## src/rtl/booth_operand_dispatcher.sv

```systemverilog
// Issue stage for a multi-cycle booth multiplier: operand FIFO, one-op-at-a-time
// start/valid handshake, valid/ready product port with sequence tag. Optional
// watchdog enabled by defining DISPATCH_TIMEOUT_EN.
module booth_operand_dispatcher #(
  parameter int W       = 4,
  parameter int DEPTH   = 4,
  parameter int TIMEOUT = 64
) (
  input  logic           clk,
  input  logic           rst,
  input  logic           in_valid,
  output logic           in_ready,
  input  logic [W-1:0]   in_x,
  input  logic [W-1:0]   in_y,
  output logic           mul_start,
  output logic [W-1:0]   mul_x,
  output logic [W-1:0]   mul_y,
  input  logic           mul_valid,
  input  logic [2*W-1:0] mul_z,
  output logic           out_valid,
  input  logic           out_ready,
  output logic [2*W-1:0] out_z,
  output logic [7:0]     out_seq,
  output logic           err
);

  localparam int AW = (DEPTH > 1) ? $clog2(DEPTH) : 1;
  localparam logic [AW:0] CNT_FULL = (AW+1)'(DEPTH);

  typedef enum logic [1:0] {IDLE, ISSUE, WAIT, HOLD} state_t;

  // Async assert, synchronous release; everything else resets from rst_ni.
  logic [1:0] rst_sync_q;
  logic       rst_ni;

  always_ff @(posedge clk or negedge rst) begin
    if (!rst) rst_sync_q <= '0;
    else      rst_sync_q <= {rst_sync_q[0], 1'b1};
  end
  assign rst_ni = rst_sync_q[1];

  state_t                  state_q, state_d;
  logic [DEPTH-1:0][W-1:0] x_mem_q, x_mem_d, y_mem_q, y_mem_d;
  logic [AW-1:0]           wr_ptr_q, wr_ptr_d, rd_ptr_q, rd_ptr_d;
  logic [AW:0]             cnt_q, cnt_d;
  logic [W-1:0]            mul_x_q, mul_x_d, mul_y_q, mul_y_d;
  logic [2*W-1:0]          out_z_q, out_z_d;
  logic [7:0]              out_seq_q, out_seq_d, seq_q, seq_d;
  logic                    out_valid_q, out_valid_d;
  logic                    mul_valid_q, mul_valid_d;
  logic                    push, pop, done;

`ifdef DISPATCH_TIMEOUT_EN
  localparam int TW = $clog2(TIMEOUT + 1);
  logic [TW-1:0] tmo_cnt_q, tmo_cnt_d;
  logic          err_q, err_d;
`else
  logic unused_timeout;
  assign unused_timeout = (TIMEOUT > 0);
`endif

  assign in_ready  = rst_ni && (cnt_q < CNT_FULL);
  assign push      = in_valid && in_ready;
  assign pop       = (state_q == IDLE) && (cnt_q != '0);
  // Only a fresh rising edge counts; a level left over from the last op is stale.
  assign done      = (state_q == WAIT) && mul_valid && !mul_valid_q;

  always_comb begin
    state_d     = state_q;
    x_mem_d     = x_mem_q;
    y_mem_d     = y_mem_q;
    wr_ptr_d    = wr_ptr_q;
    rd_ptr_d    = rd_ptr_q;
    cnt_d       = cnt_q;
    mul_x_d     = mul_x_q;
    mul_y_d     = mul_y_q;
    out_z_d     = out_z_q;
    out_seq_d   = out_seq_q;
    seq_d       = seq_q;
    out_valid_d = out_valid_q;
    mul_valid_d = mul_valid;
`ifdef DISPATCH_TIMEOUT_EN
    tmo_cnt_d   = tmo_cnt_q;
    err_d       = err_q;
`endif

    if (push) begin
      x_mem_d[wr_ptr_q] = in_x;
      y_mem_d[wr_ptr_q] = in_y;
      wr_ptr_d          = wr_ptr_q + 1'b1;
    end
    if (pop) rd_ptr_d = rd_ptr_q + 1'b1;
    if (push && !pop)      cnt_d = cnt_q + 1'b1;
    else if (pop && !push) cnt_d = cnt_q - 1'b1;

    unique case (state_q)
      IDLE: if (pop) begin
        mul_x_d = x_mem_q[rd_ptr_q];
        mul_y_d = y_mem_q[rd_ptr_q];
        state_d = ISSUE;
      end
      ISSUE: begin
        state_d = WAIT;
`ifdef DISPATCH_TIMEOUT_EN
        tmo_cnt_d = '0;
`endif
      end
      WAIT: begin
        if (done) begin
          out_z_d     = mul_z;
          out_seq_d   = seq_q;
          seq_d       = seq_q + 8'd1;
          out_valid_d = 1'b1;
          state_d     = HOLD;
        end
`ifdef DISPATCH_TIMEOUT_EN
        // The TIMEOUT-th WAIT cycle without completion drops the op and burns its tag.
        else if (tmo_cnt_q == TW'(TIMEOUT - 1)) begin
          err_d   = 1'b1;
          seq_d   = seq_q + 8'd1;
          state_d = IDLE;
        end else begin
          tmo_cnt_d = tmo_cnt_q + 1'b1;
        end
`endif
      end
      HOLD: if (out_ready) begin
        out_valid_d = 1'b0;
        state_d     = IDLE;
      end
      default: state_d = IDLE;
    endcase
  end

  always_ff @(posedge clk or negedge rst_ni) begin
    if (!rst_ni) begin
      state_q     <= IDLE;
      x_mem_q     <= '0;
      y_mem_q     <= '0;
      wr_ptr_q    <= '0;
      rd_ptr_q    <= '0;
      cnt_q       <= '0;
      mul_x_q     <= '0;
      mul_y_q     <= '0;
      out_z_q     <= '0;
      out_seq_q   <= '0;
      seq_q       <= '0;
      out_valid_q <= 1'b0;
      mul_valid_q <= 1'b0;
`ifdef DISPATCH_TIMEOUT_EN
      tmo_cnt_q   <= '0;
      err_q       <= 1'b0;
`endif
    end else begin
      state_q     <= state_d;
      x_mem_q     <= x_mem_d;
      y_mem_q     <= y_mem_d;
      wr_ptr_q    <= wr_ptr_d;
      rd_ptr_q    <= rd_ptr_d;
      cnt_q       <= cnt_d;
      mul_x_q     <= mul_x_d;
      mul_y_q     <= mul_y_d;
      out_z_q     <= out_z_d;
      out_seq_q   <= out_seq_d;
      seq_q       <= seq_d;
      out_valid_q <= out_valid_d;
      mul_valid_q <= mul_valid_d;
`ifdef DISPATCH_TIMEOUT_EN
      tmo_cnt_q   <= tmo_cnt_d;
      err_q       <= err_d;
`endif
    end
  end

  assign mul_start = (state_q == ISSUE);
  assign mul_x     = mul_x_q;
  assign mul_y     = mul_y_q;
  assign out_valid = out_valid_q;
  assign out_z     = out_z_q;
  assign out_seq   = out_seq_q;
`ifdef DISPATCH_TIMEOUT_EN
  assign err       = err_q;
`else
  assign err       = 1'b0;
`endif

endmodule
```

## config.mk

```make
export PLATFORM = sky130hd
export DESIGN_NAME = booth_operand_dispatcher
export DESIGN_NICKNAME = d
export VERILOG_FILES = /design/src/rtl/booth_operand_dispatcher.sv
export SDC_FILE = /design/constraint.sdc
export NUM_CORES = 1
export LEC_CHECK = 0
export ABC_AREA = 1
export BUFFER_PORTS_ARGS = -buffer_cell sky130_fd_sc_hd__buf_4
export CORE_MARGIN = 2
export CORE_UTILIZATION = 29
export CTS_CLUSTER_DIAMETER = 50
export DETAILED_ROUTE_END_ITERATION = 16
export SETUP_SLACK_MARGIN = 0.2
export SKIP_LAST_GASP = 1
export SLEW_MARGIN = 25
export SYNTH_ARGS = -nofsm -noshare
export SYNTH_HDL_FRONTEND = slang
export SYNTH_SLANG_ARGS = --single-unit
```

## constraint.sdc

```tcl
create_clock -name clk -period 2.23 [get_ports clk]
set_input_delay 0.1115 -clock clk [delete_from_list [all_inputs] [get_ports clk]]
set_output_delay 0.1115 -clock clk [all_outputs]
set_load 0.02 [all_outputs]
```

==> qor.csv <==
metric,value,unit
fillcell total,1232,
Clock transition at path regs,0.06,ns
Hold WS,0.0831,ns
DR vias/cell,4.35,
H-Tree Level Count,3,
initial core utilization,29.5,%
Critical Path Start Type,flip-flop,
initial antenna violation count,0,
Post-Route Utilization,37.3,%
CP Launch Point,state_q[0]$_DFFE_PN0P_,
number of buffers created by CTS,9,
clock root buffer,clkbuf_16,
layout cells sized above 1,20.0,%
vias in the first global route,2674,
Reg2Reg Depth,9,
Hold Path Stages,3,
vias,2665,
slowest CP cell,dfrtp_1,
Pwr Total,6.29,mW
Die Ht,114,um
Max-Cap Viols,0,
CP Capture Type,flip-flop,
Max Freq,569,MHz
row count,40,
VDD IR max,0.000707,V
"Clk Latency, worst-skew pair",0.33,ns
Mapped Nets,434,
drt first pass iters,4,
crit-path max FO,4,
RR Endpoint,cnt_q[2]$_DFFE_PN0P_,
placed insts,587,
Cells after Synth,401,
Core Area,11900,sq um
status,"finished, final reports clean",
final worst-path cycle share,78.8,%
nets,494,
per-cell routed wire length,12.1,um
Layout Cells excl Fill,613,
RSZ-0062 raised after global routing,false,
clock buffer depth,2,
mean area per synthesized cell,8.76,sq um
Crit path arrival time,1.97,ns
final worst path period need,1.76,ns
Hold Path End,y_mem_q[9]$_DFFE_PN0P_,
routability congestion estimate,0.758,
DR iter-0 viols,102,
fin. max-slew vios,0,
I/O Buffers,47,
worst reg2reg setup slack,0.47,ns
Overall Global Routing Usage,12.4,%
Crit path top cell by count,nand2_1,
Setup-failing EPs final,0,
Ports,49,
Yosys top cell by area,dfrtp_1,
total gr overflow,0,
"Async S/R FF share, synth",100,%
"Seq/Total Area, Yosys",54.9,%
CTS Hold Bufs,10,
Power Dens Cells,1420,nW/um^2
Diodes inserted,0,
Synth warnings,0,
Worst Max-Slew Pin Slew,0.709,ns
Worst path max stage delay,0.39,ns
Slew headroom,52.7,%
die footprint,13000,sq um
worst reg2reg startpoint,state_q[0]$_DFFE_PN0P_,
skew final,0.0107,ns
first-pass GRT wire length,12900,um
mapped cell area,3510,sq um
"delay-heaviest family, CP",adder cells,
"Data required, critical path",2.44,ns
"antenna viol nets, final",0,
Hold Startpoint,in_y[1],
Worst Hold Class,input pin to flip-flop,
cell breakdown of the critical path,inv_1 -> ha_1 -> nand2_1 -> ha_4 -> inv_2 -> fa_2 -> nand2_1 -> nand3_1 -> xor2_1,
Chip Width,114,um
# resized after CTS,0,
HPWL Detailed,5030,um
Post-Route WL,7410,um
Synth area leaders,"dfrtp_1 55%, nand2_1 15%, nor2_1 4.0%, ha_1 3.9%, o21ai_1 3.8%",
area grow syn2layout,26.4,%
Leakage,2.30,nW
"Hold Violations, Final",0,
cell with the most instances after synthesis,nand2_1,
Seq cells post-synth,77,
CP Buf/Inv Count,2,
TritonCTS clock tree,built,
Netlist cell types,26,
Post-synth EDFFs,0,
"Top FF cell, synth",dfrtp_1,
Post-route DRC,0,
crit path kind,flip-flop to flip-flop,
clock sink count,77,
largest net degree at the start of global routing,76,
Synth top area share,54.9,%
post-CTS repair timing setup buffer count,0,
commonest cells in the synthesized netlist,"142 x nand2_1, 77 x dfrtp_1, 37 x nor2_1, 28 x inv_1, 27 x o21ai_1",
## cell type report
| cell class | instances | area (sq um) | share of cell area (%) |
|---|---|---|---|
| clock inverter | 7 | 97.6 | 2.20 |
| inverter | 33 | 129 | 2.90 |
| timing repair buffer | 62 | 494 | 11.1 |
| multi-input combinational | 278 | 1380 | 31.0 |
| tap | 147 | 184 | 4.14 |
| clock buffer | 9 | 225 | 5.07 |
| sequential | 77 | 1930 | 43.5 |
## worst register-to-register path: cells and delay by family (launching register included)
kind	cells	cell delay, ns
xor gates and xnor gates	1	0.15
and+or+nand+nor	3	0.28
adders and majority gates	3	0.69
DFF	1	0.39
buffers and inverters	2	0.14
## state kept, by name, summed over array words and instances, names as in the netlist
signal / count
cnt_q: 3
seq_q: 8
out_z: 8
mul_valid_q: 1
out_valid: 1
mul_y: 4
y_mem_q: 16
rd_ptr_q: 2
x_mem_q: 16
state_q: 2
rst_sync_q: 2
out_seq: 8
mul_x: 4
wr_ptr_q: 2
## cell families after synthesis
| logic type | count (synthesis) | synth area share (%) |
|---|---|---|
| AND/OR/NAND/NOR | 199 | 23.1 |
| flip-flops | 77 | 54.9 |
| AO/OA/AOI/OAI | 58 | 9.12 |
| buffers and inverters | 46 | 6.45 |
| adder cells (fa/ha/maj) | 12 | 4.49 |
| XOR/XNOR | 7 | 1.75 |
| other | 2 | 0.214 |
## through the flow
step	TNS (ns)	worst slack, ns	area (sq um)
floorplan	-0.150	-0.0943	3530
global placement	0	0.523	4010
detailed placement	0	0.465	4010
CTS	0	0.458	4430
global route	0	0.340	4440
finish	0	0.474	4440
## where the power goes
group | switching (mW) | internal (mW) | leakage, nW | total, mW
Sequential | 0.410 | 1.99 | 0.965 | 2.40
Clock | 0.572 | 0.983 | 0.152 | 1.55
Combinational | 1.38 | 0.960 | 1.18 | 2.34
## worst max path at each step
stage,end,depth (start not counted),slack (ns)
global placement,cnt_q[2]$_DFFE_PN0P_,9,0.52
detailed placement,cnt_q[2]$_DFFE_PN0P_,9,0.46
finish,cnt_q[2]$_DFFE_PN0P_,9,0.47
global route,cnt_q[2]$_DFFE_PN0P_,10,0.34
CTS,cnt_q[2]$_DFFE_PN0P_,9,0.46
floorplan,cnt_q[2]$_DFFE_PN0P_,10,-0.09
## per-layer routing
metal,routed length [um],track usage (%)
met1,3620,16.7
met2,3400,19.6
met3,338,3.40
met4,59,4.15
met5,0,0
## cell usage in the layout, fill, tap and decap left out, types with 3 or more instances in the layout
| master | instances |
|---|---|
| nand4_1 | 3 |
| inv_2 | 4 |
| nor2_1 | 37 |
| ha_1 | 10 |
| o21ai_2 | 8 |
| xor2_1 | 5 |
| clkbuf_16 | 9 |
| inv_1 | 26 |
| o21ai_1 | 27 |
| nand2_1 | 142 |
| dfrtp_1 | 76 |
| nand3_1 | 8 |
| dlygate4sd3_1 | 10 |
| buf_4 | 51 |
| nand2_4 | 4 |
| o21ai_0 | 23 |
Power figures use the tool's default switching activity.
